## src/rtl/tick_pkg.sv

```systemverilog
// rtl/tick_pkg.sv - shared constants and config FSM encoding for tick_scheduler
package tick_pkg;

  localparam int NCH      = 4;
  localparam int DW       = 25;
  localparam int DEF_DIV0 = 25000;
  localparam int DEF_DIV1 = 50000;
  localparam int DEF_DIV2 = 2500;
  localparam int DEF_DIV3 = 25000000;
  localparam int MIN_DIV  = 2;

  typedef enum logic [1:0] {
    IDLE = 2'd0,
    WAIT = 2'd1,
    ERR  = 2'd2
  } cfg_state_t;

endpackage

```

## src/rtl/tick_chan.sv

```systemverilog
// rtl/tick_chan.sv - one divider channel: counter, divisor register, tick and square outputs
module tick_chan
  import tick_pkg::*;
#(
  parameter int           W       = DW,
  parameter logic [W-1:0] DEF_DIV = W'(MIN_DIV)
) (
  input  logic         clk_25M,
  input  logic         reset,
  input  logic         run,
  input  logic         sync,
  input  logic         pend,
  input  logic [W-1:0] pdiv,
  output logic         apply,
  output logic         tick,
  output logic         sq
);

  logic [W-1:0] cnt;
  logic [W-1:0] div;
  logic         wrap;

  // div is never below 2, so div-1 cannot underflow
  assign wrap  = (cnt == div - W'(1));

  // a pending divisor lands at the wrap, on sync, or at once while halted
  assign apply = pend & (sync | ~run | wrap);

  // counter, strobe and square state; sync outranks everything including a wrap
  always_ff @(posedge clk_25M or negedge reset) begin
    if (!reset) begin
      cnt  <= '0;
      div  <= DEF_DIV;
      tick <= 1'b0;
      sq   <= 1'b0;
    end else begin
      if (sync) begin
        cnt  <= '0;
        sq   <= 1'b0;
        tick <= 1'b0;
      end else if (!run) begin
        tick <= 1'b0;
        if (pend) begin
          cnt <= '0;
        end
      end else if (wrap) begin
        cnt  <= '0;
        tick <= 1'b1;
        sq   <= ~sq;
      end else begin
        cnt  <= cnt + W'(1);
        tick <= 1'b0;
      end
      if (apply) begin
        div <= pdiv;
      end
    end
  end

endmodule

```

## src/rtl/tick_scheduler.sv

```systemverilog
// rtl/tick_scheduler.sv - four-channel tick-enable generator with runtime divisor retune
module tick_scheduler
  import tick_pkg::*;
#(
  parameter int NCH      = tick_pkg::NCH,
  parameter int DW       = tick_pkg::DW,
  parameter int DEF_DIV0 = tick_pkg::DEF_DIV0,
  parameter int DEF_DIV1 = tick_pkg::DEF_DIV1,
  parameter int DEF_DIV2 = tick_pkg::DEF_DIV2,
  parameter int DEF_DIV3 = tick_pkg::DEF_DIV3
) (
  input  logic           clk_25M,
  input  logic           reset,
  input  logic           run,
  input  logic           sync,
  input  logic           cfg_valid,
  output logic           cfg_ready,
  input  logic [1:0]     cfg_ch,
  input  logic [DW-1:0]  cfg_div,
  output logic           cfg_err,
  output logic [NCH-1:0] tick,
  output logic [NCH-1:0] sq,
  output logic [NCH-1:0] pend
);

  cfg_state_t    state;
  logic [DW-1:0] pdiv;
  logic [1:0]    pch;
  logic [NCH-1:0] apply;

  genvar i;
  generate
    for (i = 0; i < NCH; i++) begin : g_chan
      localparam int DEFD = (i == 0) ? DEF_DIV0 :
                            (i == 1) ? DEF_DIV1 :
                            (i == 2) ? DEF_DIV2 : DEF_DIV3;
      tick_chan #(
        .W       (DW),
        .DEF_DIV (DW'(DEFD))
      ) u_chan (
        .clk_25M (clk_25M),
        .reset   (reset),
        .run     (run),
        .sync    (sync),
        .pend    (pend[i]),
        .pdiv    (pdiv),
        .apply   (apply[i]),
        .tick    (tick[i]),
        .sq      (sq[i])
      );
    end
  endgenerate

  // config FSM: one request outstanding, held in WAIT until the target channel takes it
  always_ff @(posedge clk_25M or negedge reset) begin
    if (!reset) begin
      state     <= IDLE;
      pdiv      <= '0;
      pch       <= '0;
      pend      <= '0;
      cfg_ready <= 1'b1;
      cfg_err   <= 1'b0;
    end else begin
      case (state)
        IDLE: begin
          cfg_err <= 1'b0;
          if (cfg_valid) begin
            cfg_ready <= 1'b0;
            if (cfg_div < DW'(MIN_DIV)) begin
              cfg_err <= 1'b1;
              state   <= ERR;
            end else begin
              pdiv         <= cfg_div;
              pch          <= cfg_ch;
              pend[cfg_ch] <= 1'b1;
              state        <= WAIT;
            end
          end
        end
        WAIT: begin
          if (apply[pch]) begin
            pend[pch] <= 1'b0;
            cfg_ready <= 1'b1;
            state     <= IDLE;
          end
        end
        ERR: begin
          cfg_err   <= 1'b0;
          cfg_ready <= 1'b1;
          state     <= IDLE;
        end
        default: begin
          cfg_err   <= 1'b0;
          cfg_ready <= 1'b1;
          state     <= IDLE;
        end
      endcase
    end
  end

endmodule

```

## config.mk

```make
export PLATFORM = sky130hd
export DESIGN_NAME = tick_scheduler
export DESIGN_NICKNAME = d
export VERILOG_FILES = /design/src/rtl/tick_pkg.sv /design/src/rtl/tick_chan.sv /design/src/rtl/tick_scheduler.sv
export SDC_FILE = /design/constraint.sdc
export NUM_CORES = 1
export LEC_CHECK = 0
export ABC_AREA = 1
export BUFFER_PORTS_ARGS = -buffer_cell sky130_fd_sc_hd__buf_2
export CORE_AREA = 4 4 254 157
export CTS_BUF_LIST = sky130_fd_sc_hd__clkbuf_16
export DETAILED_ROUTE_END_ITERATION = 10
export DIE_AREA = 0 0 258 161
export PLACE_DENSITY = 0.57
export SLEW_MARGIN = 20
export SYNTH_ARGS = -nofsm -noshare
export SYNTH_HDL_FRONTEND = slang
export SYNTH_SLANG_ARGS = --single-unit
export TNS_END_PERCENT = 30
```

## constraint.sdc

```tcl
create_clock -name clk_25M -period 5.1 [get_ports clk_25M]
set_input_delay 0.51 -clock clk_25M [delete_from_list [all_inputs] [get_ports clk_25M]]
set_output_delay 0.51 -clock clk_25M [all_outputs]
set_load 0.005 [all_outputs]
```

After elaboration in Yosys (flattened, before gate mapping)
Index checks and enable logic that the tools add are counted.
{ "op_classes": {"add_sub_neg": 8, "n_lt_le_gt_ge": 5, "n_eq_ne": 8, "mux": 60, "n_bitwise": 18, "n_reduce_logical": 20} }
{ "op_table": {"columns": ["op", "n"], "rows": [
  ["two-way mux 25 bit", 16],
  ["adder 25 x 1 -> 25 bit (second input constant)", 4],
  ["equality test 25 bit", 4],
  ["subtractor 25 x 1 -> 25 bit (second input constant)", 4],
  ["two-way mux 1 bit", 31],
  ["< comparator 25 x 2 -> 1 bit (second input constant)", 1],
  ["two-way mux 4 bit", 3],
  ["nonzero test 2 bit", 6],
  ["nonzero test 3 bit", 4],
  ["AND reduction 2 bit", 5],
  ["case mux 4 bit (2 select lines)", 1],
  ["< comparator 2 x 3 -> 1 bit (second input constant)", 2],
  ["two-way mux 2 bit", 3],
  ["inequality test 2 bit (second input constant)", 3],
  ["inverter 1 bit", 6],
  ["bitwise OR 1 bit", 5],
  ["bitwise AND 1 bit", 4],
  ["bitwise AND 4 bit", 1],
  ["demux 1 bit (select 2 bit)", 2],
  [">= comparator 2 x 1 -> 1 bit (second input constant)", 2],
  ["inverter 4 bit", 1],
  ["bitwise OR 4 bit", 1],
  ["case mux 1 bit (2 select lines)", 2],
  ["case mux 2 bit (2 select lines)", 1],
  ["other kinds (6)", 7]
]} }
{ "totals": {"ff_bits": 243, "input_bits": 32, "output_inout_bits": 14, "elab_cells": 141} }

Logic depth before layout (Yosys ltp)
Gate-level depths: netlist of the first run.
{ "logic_depth": {"depth_word": 8, "ltp_mapped": 22, "depth_no_buf": 22} }

Hierarchy
Synthesis of the first run repeated with hierarchy kept, for this count alone.
{ "unflattened": {"cells_unflattened": 2489, "area_unflattened_um2": 17078.9} }
{ "by_module_without_submodules": {"columns": ["module", "instances", "cells_each", "area_each_um2", "seq_area_each_um2"], "rows": [
  ["tick_chan at g_chan[3].u_chan", 1, 592, 3932.5, 1316.3],
  ["tick_chan at g_chan[1].u_chan", 1, 592, 3925.0, 1308.8],
  ["tick_chan at g_chan[2].u_chan", 1, 592, 3923.8, 1307.5],
  ["tick_chan at g_chan[0].u_chan", 1, 523, 3607.2, 1308.8],
  ["tick_scheduler", 1, 190, 1690.4, 877.1]
]} }

Least setup slack after synthesis of the first run
OpenSTA, ideal clock, no wires.
{ "synth_path": {"kind": "reg2reg", "start": "register g_chan[3].u_chan.div[0]", "end": "register pend[2]", "setup_time_ns": 0.117, "t_arrival_ns": 2.297, "required_time_ns": 4.983, "setup_slack_ns": 2.686, "stages_incl_launch_ff": 19, "n_path_buf": 0, "synth_period_minus_slack_ns": 2.414, "path_cell_list": "dfrtp_1 > inv_1 > ha_1 > nand3_2 > nor2_4 > nand3_1 > nor2_1 > xor2_1 > nand3_1 > nor2_1 > nand2_1 > nand2_4 > nand2_2 > nor2_2 > nor2_2 > nand2_4 > nand3_2 > nand2_1 > nand2_1"} }
{ "synth_via": {"elab_chain_cells": 8} }
{ "synth_lines": {"columns": ["element", "line_no", "text"], "rows": [
  ["start, declared", "tick_chan.sv:20", "logic [W-1:0] div;"],
  ["start signal, assigned", "tick_chan.sv:55", "div <= pdiv;"],
  ["subtractor 25 x 1 -> 25 bit", "tick_chan.sv:24", "assign wrap = (cnt == div - W'(1));"],
  ["equality test 25 bit", "tick_chan.sv:24", null],
  ["bitwise OR 1 bit", "tick_chan.sv:27", "assign apply = pend & (sync | ~run | wrap);"],
  ["bitwise AND 1 bit", "tick_chan.sv:27", null],
  ["binary-select mux 1 bit (select 2 bit)", "tick_scheduler.sv:81", "if (apply[pch]) begin"],
  ["two-way mux 1 bit (implied by the code)", "tick_scheduler.sv:81", null],
  ["inequality test 2 bit (no line)", null, null],
  ["AND reduction 4 bit (no line)", null, null],
  ["end signal, assigned", "tick_scheduler.sv:60", "pend <= '0;"],
  ["end signal, assigned by index", "tick_scheduler.sv:75", "pend[cfg_ch] <= 1'b1;"],
  ["end signal, assigned by index", "tick_scheduler.sv:82", "pend[pch] <= 1'b0;"],
  ["end, declared", "tick_scheduler.sv:23", "output logic [NCH-1:0] pend"]
]} }
Every way passes these cells. The select of a mux whose other input is x is not followed.
A chain may end at the register's enable or synchronous reset.

Worst setup path after layout of the first run
Ends and elaborated chain as after synthesis.

==> impl_metrics.py, run 1 <==
metrics = {
    "routing": {
        "drt-total-wl_um": 41400,
        "vias": 13000,
        "wl_per_cell_um": 15.8,
        "drt_iter0_markers": 942,
        "dr.pass1.iters": 6,
        "via_per_inst": 4.97,
        "ant_nets": 0,
        "drc": 0,
    },
    "yosys": {
        "synth_area_um2": 14900,
        "ys_top_cells_by_count": "529 x nand2_1, 278 x nor2_1, 267 x inv_1, 213 x dfrtp_1, 148 x o21ai_0",
        "synthTopCellsByArea": "dfrtp_1 36%, nand2_1 13%, nor2_1 7.0%",
        "synth.distinct_cells": 47,
        "synth_edf_count": 0,
        "yosys_warnings": 0,
        "synth.most_common_cell": "nand2_1",
        "syn_avg_cell_area_um2": 7.23,
        "yosysSeqAreaShare_pct": 41.2,
        "synth.ff_latch_count": 243,
        "synthFlopType": "dfrtp_1",
        "async_flop_share_pct": 100,
        "synth_cells": 2054,
        "netlist.area_leader.share_pct": 35.9,
        "syn-num-nets": 2094,
        "synth_top_cell_by_area": "dfrtp_1",
    },
    "timing": {
        "min_period_ns": 3.51,
        "rsz0062_at_grt": "false",
        "holdWs_ns": -0.00403,
        "clock.fmax_mhz": 285,
        "relSlewSlack_pct": 28.6,
        "setup_tns_ns": 0,
        "worst_slew_pin_slew_ns": 1.07,
        "fin_worst_skew_ns": 0.0211,
        "finalCritPeriodShare_pct": 68.7,
        "drv_slew": 0,
        "setup_viol": 0,
        "hold_violations": 4,
    },
    "power": {
        "vdd_drop_max_mv": 0.264,
        "power_density_nw_per_um2": 515,
        "p_total_mw": 8.47,
        "p_leak_nw": 7.84,
    },
    "setup_path": {
        "critPathMaxFanout": 51,
        "regToRegSetupSlack_ns": 1.59,
        "cp_num_buf_inv": 1,
        "crit_family": "simple AND/OR/NAND/NOR gates",
        "r2r_end": "pend[2]$_DFFE_PN0P_",
        "worst_path_largest_cell_delay_ns": 0.48,
        "worstReg2RegStart": "g_chan[3].u_chan.div[0]$_DFFE_PN0P_",
        "crit_cells": 18,
        "worstPathCellList": "inv_1, ha_1, nand3_2, nor2_4, nand3_1, nor2_1, xor2_1, nand3_1, nor2_1, nand2_1, nand2_4, nand2_2, nor2_2, nor2_2, nand2_4, nand3_2, nand2_1, nand2_1",
        "path_common_cell": "nand2_1",
        "cpMaxStageDelayCell": "nand2_2",
        "cp.required_ns": 5.55,
        "endpoint": "pend[2]$_DFFE_PN0P_",
        "crit_type": "reg2reg",
        "start_kind": "flip-flop",
        "end_kind": "flip-flop",
        "startpoint": "g_chan[3].u_chan.div[0]$_DFFE_PN0P_",
        "arrival_ns": 3.96,
        "reg2regPathDepth": 18,
    },
    "cells_and_area": {
        "syn2layout_area_growth_pct": 10.6,
        "fin_nets": 2125,
        "drive_gt1_share_pct": 9.17,
        "fin_area_um2": 16400,
        "antenna_cells": 0,
    },
    "cts": {
        "clk_latency_ns": 0.56,
        "clk_pin_slew_ns": 0.07,
        "tritoncts": "done",
        "post_cts_buffers": 0,
        "h-tree-depth": 1,
        "clk_path_buf_depth": 3,
        "hold_buffers": 0,
        "cts_buffers": 25,
        "clkSinkCount": 243,
        "cts_resized": 0,
        "root_buffer": "clkbuf_16",
    },
    "global_routing": {
        "grt_first_pass_wirelength_um": 67400,
        "antenna_found_initial": 11,
        "gr-usage-met1_pct": 32.1,
        "track_usage_pct": 20.0,
        "grt_use_met3_pct": 4.15,
        "grt_pass1_vias": 12100,
        "grt_max_degree": 117,
        "use_met2_pct": 27.5,
        "grt_overflow": 0,
        "grt-busiest-layer": "met1",
    },
    "placed_design": {
        "io_buffers": 45,
        "gp_congestion": 0.923,
        "post-dp-hpwl_um": 31800,
        "dpl_cell_area_um2": 15600,
    },
    "floorplan": {
        "pin_count": 46,
        "rows": 55,
        "die_y_um": 161,
        "dieArea_um2": 41500,
        "core_um2": 37400,
        "start_util_pct": 39.8,
        "die_x_um": 258,
    },
    "status": {
        "outcome": "complete, but fails checks",
        "violations": "negative hold slack",
    },
    "run": {
        "cap_violations": 0,
    },
    "worst_hold_path": {
        "hp-class": "in2async",
    },
}
==> through the flow <==
stage / instances / worst slack (ns) / util (%)
3_5_place_dp: 2571 / 1.62 / 41.6
6_report: 2617 / 1.59 / 44.0
4_1_cts: 2617 / 1.60 / 43.9
3_3_place_gp: 2571 / 1.73 / 41.6
2_1_floorplan: 2054 / 2.69 / -
5_1_grt: 2617 / 1.16 / 44.0
==> placed cells by master (no fill, tap or decap), types with 9 or more instances in the layout <==
cell	synthesis	layout
a21oi_1	52	52
buf_2	16	44
clkbuf_16	0	25
dfrtp_1	213	213
dfstp_2	30	30
inv_1	267	269
nand2_1	529	529
nand3_1	100	100
nand3_2	9	9
nand3b_1	18	18
nand4_1	34	34
nor2_1	278	278
nor2_2	24	24
nor2_4	10	10
nor3_1	39	39
nor3b_1	9	9
nor4_1	13	13
o21ai_0	148	148
o21ai_1	11	11
xnor2_1	45	45
xor2_1	94	94
==> per-layer routing <==
layer  up-vias  share of wire, %  routed length [um]
met5         -                 0                   0
met4         0               1.8                 747
met2       330                39               16100
met1      6076                52               21700
li1       6560                 -                   -
met3        47               7.0                2910
==> how the worst min path moves through the flow <==
stage | startpoint | endpoint | slack, ns | cells after the start
6_report | reset | g_chan[1].u_chan.cnt[19]$_DFFE_PN0P_ | -0.004 | 1
5_1_grt | reset | g_chan[1].u_chan.div[23]$_DFFE_PN0P_ | 0.05 | 1
4_1_cts | reset | g_chan[2].u_chan.div[15]$_DFFE_PN0P_ | 0.01 | 1
3_5_place_dp | cfg_err$_DFFE_PN0N_ | cfg_err$_DFFE_PN0N_ | 0.47 | 2
3_3_place_gp | cfg_ready$_DFFE_PN1P_ | cfg_ready$_DFFE_PN1P_ | 0.46 | 2
2_1_floorplan | reset | cfg_err$_DFFE_PN0N_ | 0.21 | 0
==> sequential cells by signal, summed over array words and instances, names as in the netlist <==
| register | cells |
|---|---|
| g_chan.u_chan.cnt | 100 |
| g_chan.u_chan.div | 100 |
| pdiv | 25 |
| g_chan.u_chan.sq | 4 |
| g_chan.u_chan.tick | 4 |
| pend | 4 |
| pch | 2 |
| state | 2 |
| cfg_err | 1 |
| cfg_ready | 1 |
==> cell type report <==
cell class | instances | area, um2
clock buffer | 25 | 626
clock inverter | 21 | 234
fill | 3846 | 20900
inverter | 272 | 1020
multi-input combinational | 1489 | 7470
sequential | 243 | 6120
tap | 513 | 642
timing repair buffer | 54 | 315
==> worst reg2reg max path, delay by kind of cell, from the launching register on <==
kind                       cells  cell delay, ns
xor gates and xnor gates       1            0.16
DFF                            1            0.39
adders and majority gates      1            0.26
buffers and inverters          1            0.17
and+or+nand+nor               15            2.42
==> report_power, final <==
part / total [mW] / switching, mW / internal, mW
sequential: 3.20 / 0.656 / 2.54
combinational: 3.31 / 2.21 / 1.11
clock: 1.96 / 0.844 / 1.11
total: 8.47 / 3.71 / 4.76
==> logic make-up (layout without fill, tap and decap cells) <==
family                   count (synthesis)  in the layout  synth area share (%)
adder cells (fa/ha/maj)                  8              8                 0.674
AND/OR/NAND/NOR                       1096           1096                  32.6
buffers and inverters                  322            372                  8.57
XOR/XNOR                               139            139                  8.19
flip-flops                             243            243                  41.2
AO/OA/AOI/OAI                          246            246                  8.80
(Power assumes the default switching activity.)
==> inputs of run 2 (changes only) <==
==> constraint.sdc (replaced) <==
create_clock -name clk_25M -period 3.6 [get_ports clk_25M]
set_input_delay 0.36 -clock clk_25M [delete_from_list [all_inputs] [get_ports clk_25M]]
set_output_delay 0.36 -clock clk_25M [all_outputs]
set_load 0.005 [all_outputs]
==> impl_metrics.py, run 2 (same netlist as run 1, synthesis figures left out) <==
metrics = {
    "floorplan": {
        "dieArea_um2": 41500,
        "die_y_um": 161,
        "die_x_um": 258,
        "rows": 55,
        "core_um2": 37400,
        "pin_count": 46,
        "start_util_pct": 39.8,
    },
    "timing": {
        "setup_tns_ns": 0,
        "drv_slew": 0,
        "worst_slew_pin_slew_ns": 0.807,
        "clock.fmax_mhz": 327,
        "relSlewSlack_pct": 46.2,
        "fin_worst_skew_ns": 0.0185,
        "hold_violations": 0,
        "min_period_ns": 3.06,
        "rsz0062_at_grt": "false",
        "finalCritPeriodShare_pct": 84.9,
        "setup_viol": 0,
    },
    "global_routing": {
        "grt_max_degree": 99,
        "grt_first_pass_wirelength_um": 67600,
        "antenna_found_initial": 3,
        "grt_pass1_vias": 12100,
        "track_usage_pct": 20.1,
        "grt_overflow": 0,
    },
    "setup_path": {
        "worst_path_largest_cell_delay_ns": 0.39,
        "regToRegSetupSlack_ns": 0.54,
        "path_common_cell": "nand2_1",
        "worstPathCellList": "inv_1, ha_1, nand3_2, nor2_1, nand2_1, nand3_1, nand2_1, nor2_1, nand3_1, nor2_1, nand3_2, nand2_2, nand3_1, nand2_1, inv_1, nand2_4, nand3_2, nand2_1, nand2_1",
        "worstReg2RegStart": "g_chan[2].u_chan.div[0]$_DFFE_PN0P_",
        "crit_type": "reg2reg",
        "cp.required_ns": 4.05,
        "arrival_ns": 3.50,
        "r2r_end": "pend[2]$_DFFE_PN0P_",
        "reg2regPathDepth": 19,
        "critPathMaxFanout": 7,
        "end_kind": "flip-flop",
        "cpMaxStageDelayCell": "dfrtp_1",
        "start_kind": "flip-flop",
    },
    "run": {
        "cap_violations": 0,
    },
    "cells_and_area": {
        "multi_input_area_um2": 7470,
        "seqCellArea_um2": 6120,
        "fin_area_um2": 16600,
        "syn2layout_area_growth_pct": 11.6,
        "fin_nets": 2134,
        "finalCoreUtilization_pct": 44.4,
        "mostFrequentLayoutCells": "529 x nand2_1, 278 x nor2_1, 268 x inv_1",
        "fillers": 3826,
        "reg_top3": "g_chan.u_chan.cnt x100, g_chan.u_chan.div x100, pdiv x25",
        "drive_gt1_share_pct": 9.70,
        "antenna_cells": 0,
        "mostFrequentLayoutCell": "nand2_1",
    },
    "worst_hold_path": {
        "hold_depth": 3,
        "hold_path_end": "pdiv[2]$_DFFE_PN0P_",
        "worstHoldStart": "cfg_div[2]",
        "hp-class": "in2reg",
    },
    "routing": {
        "drt_iter0_markers": 1220,
        "drt-total-wl_um": 41800,
        "ant_nets": 0,
        "dr.pass1.iters": 6,
        "wl_per_cell_um": 15.9,
        "via_per_inst": 4.97,
        "drc": 0,
        "vias": 13000,
    },
    "power": {
        "p_total_mw": 12.3,
        "power_density_nw_per_um2": 739,
        "p_leak_nw": 7.93,
        "vdd_drop_max_mv": 0.456,
    },
    "cts": {
        "clk_latency_ns": 0.56,
        "root_buffer": "clkbuf_16",
        "tritoncts": "done",
        "clk_pin_slew_ns": 0.06,
        "clk_path_buf_depth": 3,
        "cts_resized": 0,
        "clkSinkCount": 243,
        "h-tree-depth": 1,
        "cts_buffers": 26,
    },
    "placed_design": {
        "dpl_cell_area_um2": 15600,
        "io_buffers": 45,
        "post-dp-hpwl_um": 31900,
        "gp_congestion": 0.903,
    },
    "status": {
        "outcome": "finished, final reports clean",
    },
}
-- run 2: report_power, final --
part	switching (mW)	total, mW	internal, mW	leakage [nW]
Clock	1.20	2.96	1.76	0.465
Combinational	3.19	4.77	1.59	4.36
Sequential	0.930	4.53	3.60	3.11
Total	5.31	12.3	6.95	7.93
-- run 2: per-stage QoR --
stage	hold WS (ns)	worst slack (ns)	std cells
6_report	0.0719	0.544	2627
2_1_floorplan	0.0644	1.19	2054
3_3_place_gp	0.440	0.632	2578
4_1_cts	0.0441	0.563	2627
5_1_grt	0.0719	0.202	2627
3_5_place_dp	0.449	0.577	2578
-- run 2: worst max path at each step --
stage                                                   start             endpoint  slack [ns]  cells past startpoint
final                     g_chan[2].u_chan.div[0]$_DFFE_PN0P_  pend[2]$_DFFE_PN0P_        0.54                     19
after global placement    g_chan[2].u_chan.div[0]$_DFFE_PN0P_  pend[1]$_DFFE_PN0P_        0.63                     19
after global routing      g_chan[2].u_chan.div[0]$_DFFE_PN0P_  pend[2]$_DFFE_PN0P_        0.20                     19
after CTS                 g_chan[2].u_chan.div[0]$_DFFE_PN0P_  pend[2]$_DFFE_PN0P_        0.56                     19
after floorplan           g_chan[3].u_chan.div[0]$_DFFE_PN0P_  pend[2]$_DFFE_PN0P_        1.19                     18
after detailed placement  g_chan[2].u_chan.div[0]$_DFFE_PN0P_  pend[2]$_DFFE_PN0P_        0.58                     19
-- run 2: critical path: cells and delay by family, from the launching register on --
kind                       cells  cell delay, ns
adders and majority gates      1            0.21
buffers and inverters          2            0.21
DFF                            1            0.39
and+or+nand+nor               16            2.13
-- run 2: area by class of cell --
type                       count  area share, %
multi-input combinational   1489           45.0
sequential                   243           36.9
inverter                     272           6.16
clock buffer                  26           3.92
tap                          513           3.87
timing repair buffer          62           2.43
clock inverter                22           1.71
-- run 2: repair_timing --
action / 4_1_cts / 5_1_grt
setup buffers: 0 / 0
hold buffers: 1 / 0
endpoints found under the hold margin: 77 / 0
-- run 2: routing by layer --
| layer | track usage [%] | wire [um] | up-vias |
|---|---|---|---|
| met2 | 27.6 | 16300 | 340 |
| met1 | 32.7 | 21800 | 6091 |
| met4 | 3.40 | 651 | 0 |
| li1 | - | - | 6579 |
| met5 | 0 | 0 | - |
| met3 | 3.75 | 3010 | 39 |
==> inputs of run 3 (changes only) <==
==> constraint.sdc (replaced) <==
create_clock -name clk_25M -period 3 [get_ports clk_25M]
set_input_delay 0.3 -clock clk_25M [delete_from_list [all_inputs] [get_ports clk_25M]]
set_output_delay 0.3 -clock clk_25M [all_outputs]
set_load 0.005 [all_outputs]
==> impl_metrics.py, run 3 (same netlist as run 1, synthesis figures left out) <==
metrics = {
    "routing": {
        "drt-total-wl_um": 42200,
        "drt_iter0_markers": 1152,
        "ant_nets": 0,
        "via_per_inst": 4.93,
        "vias": 13100,
        "drc": 0,
        "dr.pass1.iters": 6,
        "wl_per_cell_um": 15.9,
    },
    "setup_path": {
        "critPathMaxFanout": 10,
        "crit_type": "reg2reg",
        "cp.required_ns": 3.44,
        "arrival_ns": 3.23,
        "end_kind": "flip-flop",
        "start_kind": "flip-flop",
    },
    "power": {
        "power_density_nw_per_um2": 856,
        "p_total_mw": 14.4,
        "p_sw_mw": 6.33,
        "vdd_drop_max_mv": 0.493,
        "comb_power_share_pct": 40.9,
        "switching_share_pct": 44.1,
        "p_int_mw": 8.03,
        "p_leak_nw": 8.06,
        "pwr-share-clk_pct": 21.2,
        "seqPwrFrac_pct": 37.9,
    },
    "timing": {
        "clock.fmax_mhz": 359,
        "relSlewSlack_pct": 49.0,
        "worst_slew_pin_slew_ns": 0.765,
        "setup_tns_ns": 0,
        "min_period_ns": 2.79,
        "drv_slew": 0,
        "setup_slack_ns": 0.212,
        "finalCritPeriodShare_pct": 92.9,
        "fin_worst_skew_ns": 0.0183,
        "setup_viol": 0,
        "hold_violations": 0,
    },
    "global_routing": {
        "antenna_found_initial": 1,
        "grt_pass1_vias": 12000,
        "grt_max_degree": 87,
        "grt_overflow": 0,
        "grt_first_pass_wirelength_um": 67900,
        "track_usage_pct": 20.2,
    },
    "status": {
        "outcome": "finished, final reports clean",
    },
    "cts": {
        "tritoncts": "done",
        "cts_buffers": 25,
        "clk_path_buf_depth": 3,
        "h-tree-depth": 1,
        "clkSinkCount": 243,
        "clk_pin_slew_ns": 0.06,
        "root_buffer": "clkbuf_16",
        "clk_latency_ns": 0.56,
    },
    "floorplan": {
        "die_x_um": 258,
        "start_util_pct": 39.8,
        "rows": 55,
        "die_y_um": 161,
        "pin_count": 46,
        "core_um2": 37400,
        "dieArea_um2": 41500,
    },
    "cells_and_area": {
        "mostFrequentLayoutCells": "526 x nand2_1, 277 x inv_1, 275 x nor2_1",
        "drive_gt1_share_pct": 10.4,
        "syn2layout_area_growth_pct": 13.0,
        "fin_area_um2": 16800,
        "fillers": 3808,
        "reg_top3": "g_chan.u_chan.cnt x100, g_chan.u_chan.div x100, pdiv x25",
        "fin_nets": 2165,
        "finalCoreUtilization_pct": 44.9,
        "mostFrequentLayoutCell": "nand2_1",
    },
    "placed_design": {
        "gp_congestion": 0.878,
        "post-dp-hpwl_um": 32600,
        "dpl_cell_area_um2": 15800,
        "place_ws_ns": 0.133,
        "io_buffers": 45,
    },
    "run": {
        "cap_violations": 0,
    },
    "worst_hold_path": {
        "hp-class": "in2reg",
    },
}
## run 3: cell types whose count changed in the layout (fill, tap and decap cells not counted), moves of 2 or more
| cell | change |
|---|---|
| buf_12 | +4 |
| buf_4 | +17 |
| bufinv_16 | -4 |
| clkinv_2 | -5 |
| diode_2 | +2 |
| dlygate4sd3_1 | +10 |
| inv_1 | +9 |
| nand2_1 | -3 |
| nand2_4 | +2 |
| nor2_1 | -3 |
| nor2_2 | +3 |
## run 3: routing by layer
metal	routed length (um)	part of all wire, %	up-vias	global-route usage, %
met4	663	1.6	0	3.20
met5	0	0	-	0
met3	2600	6.1	42	3.46
met1	22600	54	6124	33.6
li1	-	-	6637	-
met2	16400	39	307	27.2
## run 3: critical path, cell delays in order (launching register included)
cell,delay [ns]
dfrtp_1,0.38
nor2_1,0.27
nand2_1,0.15
nor2_4,0.30
nand3b_1,0.11
nand2_1,0.14
nand2_1,0.08
nor2_1,0.12
nand2_1,0.08
nor2_1,0.16
nand3_2,0.18
nand2_4,0.14
nand3_1,0.08
nand2_1,0.08
inv_1,0.06
nand2_4,0.11
nand3_2,0.10
nand2_1,0.08
nand2_1,0.05
## run 3: what timing repair did
item,4_1_cts,5_1_grt
setup buffers,0,6
gates resized for setup,0,11
endpoints found under the setup margin,0,138
hold buffers,11,0
hold endpoints to repair,84,0
## run 3: path summary, 6_finish.rpt
kind / startpoint / end / slack, ns / cells after the start
max: g_chan[2].u_chan.div[5]$_DFFE_PN0P_ / pend[0]$_DFFE_PN0P_ / 0.21 / 18
min: cfg_div[7] / pdiv[7]$_DFFE_PN0P_ / 0.04 / 3
max reg2reg: g_chan[2].u_chan.div[5]$_DFFE_PN0P_ / pend[0]$_DFFE_PN0P_ / 0.21 / 18
min reg2reg: pdiv[12]$_DFFE_PN0P_ / pdiv[12]$_DFFE_PN0P_ / 0.49 / 2
max in group asynchronous: reset / g_chan[3].u_chan.div[6]$_DFFE_PN1P_ / 1.74 / 3
min in group asynchronous: reset / g_chan[1].u_chan.cnt[19]$_DFFE_PN0P_ / 0.33 / 2
## run 3: final cells by class
type                       instances  area [um2]  area share [%]
sequential                       243        6120            36.5
multi-input combinational       1489        7500            44.7
clock inverter                    21         148           0.880
tap                              513         642            3.82
inverter                         272        1020            6.08
antenna                            2        5.00          0.0298
timing repair buffer              94         722            4.30
clock buffer                      25         626            3.73
## run 3: power by group through the flow
stage	clock network [mW]	logic, mW	registers, mW
3_3_place_gp	0	5.69	5.47
6_report	3.04	5.88	5.44
3_5_place_dp	0	5.77	5.47
4_1_cts	3.14	5.82	5.43
5_1_grt	3.29	6.74	5.57
2_1_floorplan	0	4.26	5.06
## run 3: through the flow
step                std cells  hold slack, ns
floorplan                2054         0.00441
global placement         2594           0.360
detailed placement       2594           0.367
CTS                      2651         0.00156
global route             2657          0.0326
finish                   2659          0.0383
